## src/rtl/apb_pkg.sv

```systemverilog
// Shared types and helpers for the APB initiator bridge.
package apb_pkg;

  typedef enum logic [1:0] {
    IDLE   = 2'd0,
    SETUP  = 2'd1,
    ACCESS = 2'd2,
    RESP   = 2'd3
  } apb_mst_state_t;

  // Number of low address bits below one data word, cleared on PADDR.
  function automatic int unsigned apb_addr_lsb(input int unsigned data_width);
    return $clog2(data_width / 8);
  endfunction

endpackage

```

## src/rtl/apb_timeout_cnt.sv

```systemverilog
// ACCESS-phase wait limiter: loads the limit on clear, counts down on each
// stalled cycle and flags expiry at terminal count zero.
module apb_timeout_cnt #(
  parameter int CNT_W = 8
) (
  input  logic             PCLK,
  input  logic             PRESETn,
  input  logic             i_clear,
  input  logic             i_enable,
  input  logic [CNT_W-1:0] i_limit,
  output logic             o_expired
);

  logic [CNT_W-1:0] r_cnt;

  always_ff @(posedge PCLK or negedge PRESETn) begin
    if (!PRESETn) begin
      r_cnt <= '0;
    end else if (i_clear) begin
      r_cnt <= i_limit;
    end else if (i_enable && (r_cnt != '0)) begin
      r_cnt <= r_cnt - 1'b1;
    end
  end

  assign o_expired = (r_cnt == '0);

endmodule

```

## src/rtl/master_to_apb.sv

```systemverilog
// Initiator-side APB bridge: one valid/ready request in, one SETUP/ACCESS
// transfer out, one valid/ready response back. Optional ACCESS timeout is
// enabled by defining MASTER_TO_APB_TIMEOUT_EN.
//
// state  | meaning
// IDLE   | req_ready high, waiting for a request
// SETUP  | PSEL high, PENABLE low, single cycle
// ACCESS | PSEL and PENABLE high, waiting on PREADY (or timeout)
// RESP   | rsp_valid high, holding data/error until rsp_ready
module master_to_apb
  import apb_pkg::*;
#(
  parameter int ADDR_WIDTH     = 32,
  parameter int DATA_WIDTH     = 32,
  parameter int TIMEOUT_CYCLES = 255
) (
  input  logic                    PCLK,
  input  logic                    PRESETn,
  input  logic                    req_valid,
  output logic                    req_ready,
  input  logic                    req_write,
  input  logic [ADDR_WIDTH-1:0]   req_addr,
  input  logic [DATA_WIDTH-1:0]   req_wdata,
  input  logic [DATA_WIDTH/8-1:0] req_wstrb,
  output logic                    rsp_valid,
  input  logic                    rsp_ready,
  output logic [DATA_WIDTH-1:0]   rsp_rdata,
  output logic                    rsp_err,
  output logic [ADDR_WIDTH-1:0]   PADDR,
  output logic                    PSEL,
  output logic                    PENABLE,
  output logic                    PWRITE,
  output logic [DATA_WIDTH-1:0]   PWDATA,
  output logic [DATA_WIDTH/8-1:0] PSTRB,
  input  logic [DATA_WIDTH-1:0]   PRDATA,
  input  logic                    PREADY,
  input  logic                    PSLVERR
);

  localparam int unsigned ADDR_LSB = apb_addr_lsb(DATA_WIDTH);
  localparam logic [ADDR_WIDTH-1:0] ALIGN_MASK = {ADDR_WIDTH{1'b1}} << ADDR_LSB;

  apb_mst_state_t          r_state;
  logic [ADDR_WIDTH-1:0]   r_paddr;
  logic                    r_pwrite;
  logic [DATA_WIDTH-1:0]   r_pwdata;
  logic [DATA_WIDTH/8-1:0] r_pstrb;
  logic                    r_psel;
  logic                    r_penable;
  logic                    r_rsp_valid;
  logic [DATA_WIDTH-1:0]   r_rsp_rdata;
  logic                    r_rsp_err;
  logic                    w_expired;

`ifdef MASTER_TO_APB_TIMEOUT_EN
  localparam int TO_W = $clog2(TIMEOUT_CYCLES + 1);
  logic w_to_clear;
  logic w_to_enable;

  assign w_to_clear  = (r_state == SETUP);
  assign w_to_enable = (r_state == ACCESS) && !PREADY;

  apb_timeout_cnt #(.CNT_W(TO_W)) u_timeout (
    .PCLK      (PCLK),
    .PRESETn   (PRESETn),
    .i_clear   (w_to_clear),
    .i_enable  (w_to_enable),
    .i_limit   (TO_W'(TIMEOUT_CYCLES)),
    .o_expired (w_expired)
  );
`else
  logic w_unused_timeout;
  assign w_unused_timeout = |TIMEOUT_CYCLES;
  assign w_expired        = 1'b0;
`endif

  always_ff @(posedge PCLK or negedge PRESETn) begin
    if (!PRESETn) begin
      r_state     <= IDLE;
      r_paddr     <= '0;
      r_pwrite    <= 1'b0;
      r_pwdata    <= '0;
      r_pstrb     <= '0;
      r_psel      <= 1'b0;
      r_penable   <= 1'b0;
      r_rsp_valid <= 1'b0;
      r_rsp_rdata <= '0;
      r_rsp_err   <= 1'b0;
    end else begin
      case (r_state)
        IDLE: begin
          if (req_valid) begin
            r_paddr  <= req_addr & ALIGN_MASK;
            r_pwrite <= req_write;
            r_pwdata <= req_wdata;
            r_pstrb  <= req_write ? req_wstrb : '0;
            r_psel   <= 1'b1;
            r_state  <= SETUP;
          end
        end
        SETUP: begin
          r_penable <= 1'b1;
          r_state   <= ACCESS;
        end
        ACCESS: begin
          // A real PREADY wins over expiry in the limit cycle.
          if (PREADY) begin
            r_rsp_rdata <= r_pwrite ? '0 : PRDATA;
            r_rsp_err   <= PSLVERR;
            r_psel      <= 1'b0;
            r_penable   <= 1'b0;
            r_rsp_valid <= 1'b1;
            r_state     <= RESP;
          end else if (w_expired) begin
            r_rsp_rdata <= '0;
            r_rsp_err   <= 1'b1;
            r_psel      <= 1'b0;
            r_penable   <= 1'b0;
            r_rsp_valid <= 1'b1;
            r_state     <= RESP;
          end
        end
        RESP: begin
          if (rsp_ready) begin
            r_rsp_valid <= 1'b0;
            r_state     <= IDLE;
          end
        end
        default: r_state <= IDLE;
      endcase
    end
  end

  assign req_ready = (r_state == IDLE);
  assign rsp_valid = r_rsp_valid;
  assign rsp_rdata = r_rsp_rdata;
  assign rsp_err   = r_rsp_err;
  assign PADDR     = r_paddr;
  assign PSEL      = r_psel;
  assign PENABLE   = r_penable;
  assign PWRITE    = r_pwrite;
  assign PWDATA    = r_pwdata;
  assign PSTRB     = r_pstrb;

endmodule
```

## config.mk

```make
export PLATFORM = sky130hd
export DESIGN_NAME = master_to_apb
export DESIGN_NICKNAME = d
export VERILOG_FILES = /design/src/rtl/apb_pkg.sv /design/src/rtl/apb_timeout_cnt.sv /design/src/rtl/master_to_apb.sv
export SDC_FILE = /design/constraint.sdc
export NUM_CORES = 1
export LEC_CHECK = 0
export CAP_MARGIN = 10
export CORE_MARGIN = 3
export CORE_UTILIZATION = 36
export CTS_CLUSTER_SIZE = 8
export DETAILED_ROUTE_END_ITERATION = 8
export GPL_TIMING_DRIVEN = 0
export PLACE_DENSITY = 0.77
export REMOVE_ABC_BUFFERS = 1
export SLEW_MARGIN = 40
export SYNTH_ARGS = -nofsm -noshare
export SYNTH_HDL_FRONTEND = slang
export SYNTH_SLANG_ARGS = --single-unit
```

## constraint.sdc

```tcl
create_clock -name PCLK -period 1.63 [get_ports PCLK]
set_input_delay 0.163 -clock PCLK [delete_from_list [all_inputs] [get_ports PCLK]]
set_output_delay 0.163 -clock PCLK [all_outputs]
set_load 0.005 [all_outputs]
```

Word-level counts from Yosys, hierarchy flattened
Index checks and enable logic that the tools add are counted.

Reduce and logical (&&, ||, !) cells: 10. Mux-type cells: 13. Equality and inequality tests: 6.

Operators by type and width (number): two-way mux 32 bit (1); AND reduction 3 bit (3); case mux 2 bit (4 select lines) (1); two-way mux 2 bit (3); != test 2 bit, second input constant (3); case mux 1 bit (2 select lines) (3); AND reduction 2 bit (3); nonzero test 2 bit (3); == test 2 bit, second input constant (2); two-way mux 1 bit (4); two-way mux 4 bit (1); == test 2 x 1 -> 1 bit, second input constant (1); zero test 2 bit (1).

Register bits after elaboration: 105. Output and inout bits: 106.

Longest topological paths before layout
Word-level depth: 3. Depth in mapped cells: 7. Mapped depth without buffers: 5.

Worst setup path after synthesis
Ideal clock, no wire load.

Path kind: reg-to-reg. Start: register r_state[0]. End: register r_state[1]. Path slack: 0.079 ns. Data arrival time: 1.426 ns. Data required time: 1.505 ns. Stages on the path, launching flop included: 6. Period minus slack after synthesis: 1.551 ns. Cell sequence: dfrtp_1 inv_1 ha_1 and2b_1 a221oi_4 mux2_4.

Cells in the longest elaborated chain, start to end: 3.

RTL lines: start: declaration (line master_to_apb.sv:43) `apb_mst_state_t r_state;`; start signal: assignment (line master_to_apb.sv:79) `r_state <= IDLE;`; start signal: assignment (line master_to_apb.sv:98) `r_state <= SETUP;`; start signal: assignment (line master_to_apb.sv:103) `r_state <= ACCESS;`; zero test 2 bit *; via req_ready (line master_to_apb.sv:20) `output logic req_ready,`; != test 2 bit (no line); AND reduction 3 bit (no line).

Mark *: on every way through the listed nets, which the timed path passes. The rest lies on a longest branch. A chain may end at the register's enable or synchronous reset.

Worst setup path after layout
Start: register r_state[1]. End: register r_state[1].

Cells in the longest elaborated chain, start to end: 3.

RTL lines: == test 2 bit / zero test 2 bit (equally long branches) (line master_to_apb.sv:90) `case (r_state)`; != test 2 bit (no line); AND reduction 3 bit (no line).

Parallel ways exist; a longest one is shown, timed or not.

==> out/summary.txt <==
max-cap violations: 0
CP Capture Type: register
Worst-Margin Slew: 0.547 ns
CTS Buf Count: 9
htree depth: 3
clock power share: 0.166
DR iter-0 viols: 90
Internal: 8750 µW
Final Power: 12,400 µW
Max Freq: 632 MHz
Antenna diodes: 0
post-place setup slack: -0.279 ns
Routed Antenna Nets: 0
area grow syn2layout: 61.2%
total gr overflow: 0
synth unique cells: 23
most frequent cells after synthesis: dfrtp_1, mux2_2, nand2_1, o21ai_0, nand2b_1
Seq/Total Area, Yosys: 0.616
switching share of power: 0.293
final wirelength: 11.5 mm
Synth Cell Area: 4270 µm²
Pleak: 0.00294 µW
critical path fanouts, max: 6
Clock Skews: 0.00532 ns
Die X: 115 µm
worst slew slack as a fraction of its limit: 0.634
async set or reset register ratio after synthesis: 1.00
Rows: 39
Worst Hold Class: input pin to asynchronous set/reset pin
TritonCTS clock tree: yes
critical path required time: 1.86 ns
GRT Resource Usage Total: 0.170
core area: 11,500 µm²
IO buf count: 208
WL/cell: 16.8 µm
post-synth top area cell: dfrtp_1
run status: finished, final reports clean
routability cong.: 0.725
post-route setup slack: 0.0483 ns
initial core utilization: 0.370
combinational share of power: 0.461
Worst setup SP type: register
I/O pin count: 213
final setup fails: 0
initial antenna violation count: 0
Setup Crit Path Kind: register to register
NetSw: 3630 µW
pin count of the biggest net entering global routing: 55
Clock Path Buffers: 2
count leader, synth: dfrtp_1
power density cells: 1800 nW/µm²
Ys Warns: 0
drt first pass iters: 4
RR Endpoint: r_state[1]$_DFFE_PN0P_
main flop type after synthesis: dfrtp_1
clock latency on the worst-skew pair: 0.34 ns
die area: 13,200 µm²
EDFF count, synth: 0
vias in the first global route: 3,396
R2R depth: 4
clock tree sinks: 105
Sequential Power Share: 0.373
Die Y: 115 µm
Clock Pin Slew Worst Setup and Hold Paths: 0.07 ns
worst setup path startpoint: r_state[1]$_DFFE_PN0P_
Slew Limit Fails: 0
Tcrit/Tclk final: 0.970
syn_area_per_cell: 13.1 µm²
global-route wire length before repair: 17.6 mm
CP arrival: 1.81 ns
share of cells above drive strength 1: 0.190
hpwl dp: 7.75 mm
number of nets in the layout: 650
top cells by area, synth: dfrtp_1, mux2_2, nand2b_1, o21ai_0, nand2_1
vias: 3,240
FF+latch count, synth: 105
Residual DRC: 0
average vias per placed instance: 4.73
Yosys top cell area share: 0.616
final number of hold-violating endpoints: 0
Final Critical Period: 1.58 ns
Reg2Reg Launch Point: r_state[1]$_DFFE_PN0P_
RSZ-0062 raised after global routing: false
R2R Setup Slk: 0.05 ns
Post-Synthesis Cells: 325
Max IR drop VDD: 0.717 mV
clock root cell: clkbuf_16
[layout make-up]
type                       count  area (µm²)
clock buffer                  11         253
clock inverter                 5        30.0
fill                         920        4640
inverter                       5        18.8
multi-input combinational    200        1560
sequential                   105        2630
tap                          143         179
timing repair buffer         216        2200
[repair_timing]
action,in CTS,in global routing
setup buffers,4,0
gates resized for setup,11,3
cloned,2,2
pin swaps,2,1
hold endpoints to repair,53,0
hold buffers,1,0
setup endpoints to repair,79,62
[power groups by stage]
stage | Sequential [µW] | Clock (µW) | Combinational, µW
after global routing | 4800 | 2230 | 6190
after global placement | 4590 | 0 | 5230
after CTS | 4630 | 2120 | 5640
after detailed placement | 4670 | 0 | 5400
final | 4620 | 2060 | 5700
after floorplan | 4680 | 0 | 1950
[cell usage in the layout, fill, tap and decap left out, drive strengths merged, types with 3 or more instances in the layout]
cell type,count
mux2i,3
clkdlybuf4s50,205
nand2,46
ha,6
clkbuf,12
inv,5
o21ai,39
buf,7
nand2b,32
clkinv,3
dfrtp,105
mux2,65
[per-stage QoR]
stage / instance area (µm²) / util / TNS, ns / hold WS (ns) / cells
after floorplan: 4110 / - / -40.37 / -0.133 / 307
after global placement: 6370 / 0.554 / -448.89 / 0.461 / 658
final: 6880 / 0.597 / 0 / 0.323 / 685
after CTS: 6820 / 0.592 / 0 / 0.330 / 683
after detailed placement: 6440 / 0.559 / -11.88 / 0.105 / 660
after global routing: 6880 / 0.597 / 0 / 0.342 / 685
[worst max-delay path, stage by stage (launching register included)]
cell      delay (ns)
dfrtp_1         0.40
buf_4           0.16
ha_4            0.22
a221oi_4        0.36
mux2_4          0.33
[cell families (layout without fill, tap and decap cells)]
group	Yosys count	in the layout	synth area share
flops	105	105	0.616
simple gates	80	83	0.0921
other cells	1	2	0.000879
mux	68	68	0.179
fa+ha+maj	6	6	0.0176
compound gates	41	41	0.0531
buf+inv	24	237	0.0411
[routing by layer]
layer  track usage  wire length (µm)  up-vias
li1              -                 -     1508
met1         0.209              4630     1573
met2         0.277              5690      143
met3        0.0542               963       16
met4        0.0673               209        0
met5             0                 0        -
[state kept, by name, indices dropped and copies added, names as in the netlist]
signal     count
PSEL           1
PADDR         30
PENABLE        1
PWRITE         1
PSTRB          4
r_state        2
rsp_rdata     32
rsp_err        1
rsp_valid      1
PWDATA        32
[worst max path at each step]
stage          cells after the start  slack (ns)                        to
5_1_grt                            6        0.02          PSEL$_DFFE_PN0P_
3_5_place_dp                       5       -0.28     PADDR[12]$_DFFE_PN0P_
3_3_place_gp                       1       -3.54  rsp_rdata[0]$_DFFE_PN0P_
6_report                           4        0.05    r_state[1]$_DFFE_PN0P_
2_1_floorplan                      4       -0.52       rsp_err$_DFFE_PN0P_
4_1_cts                            4       0.008    r_state[1]$_DFFE_PN0P_
Note: power is estimated with default switching activity, not from simulation.
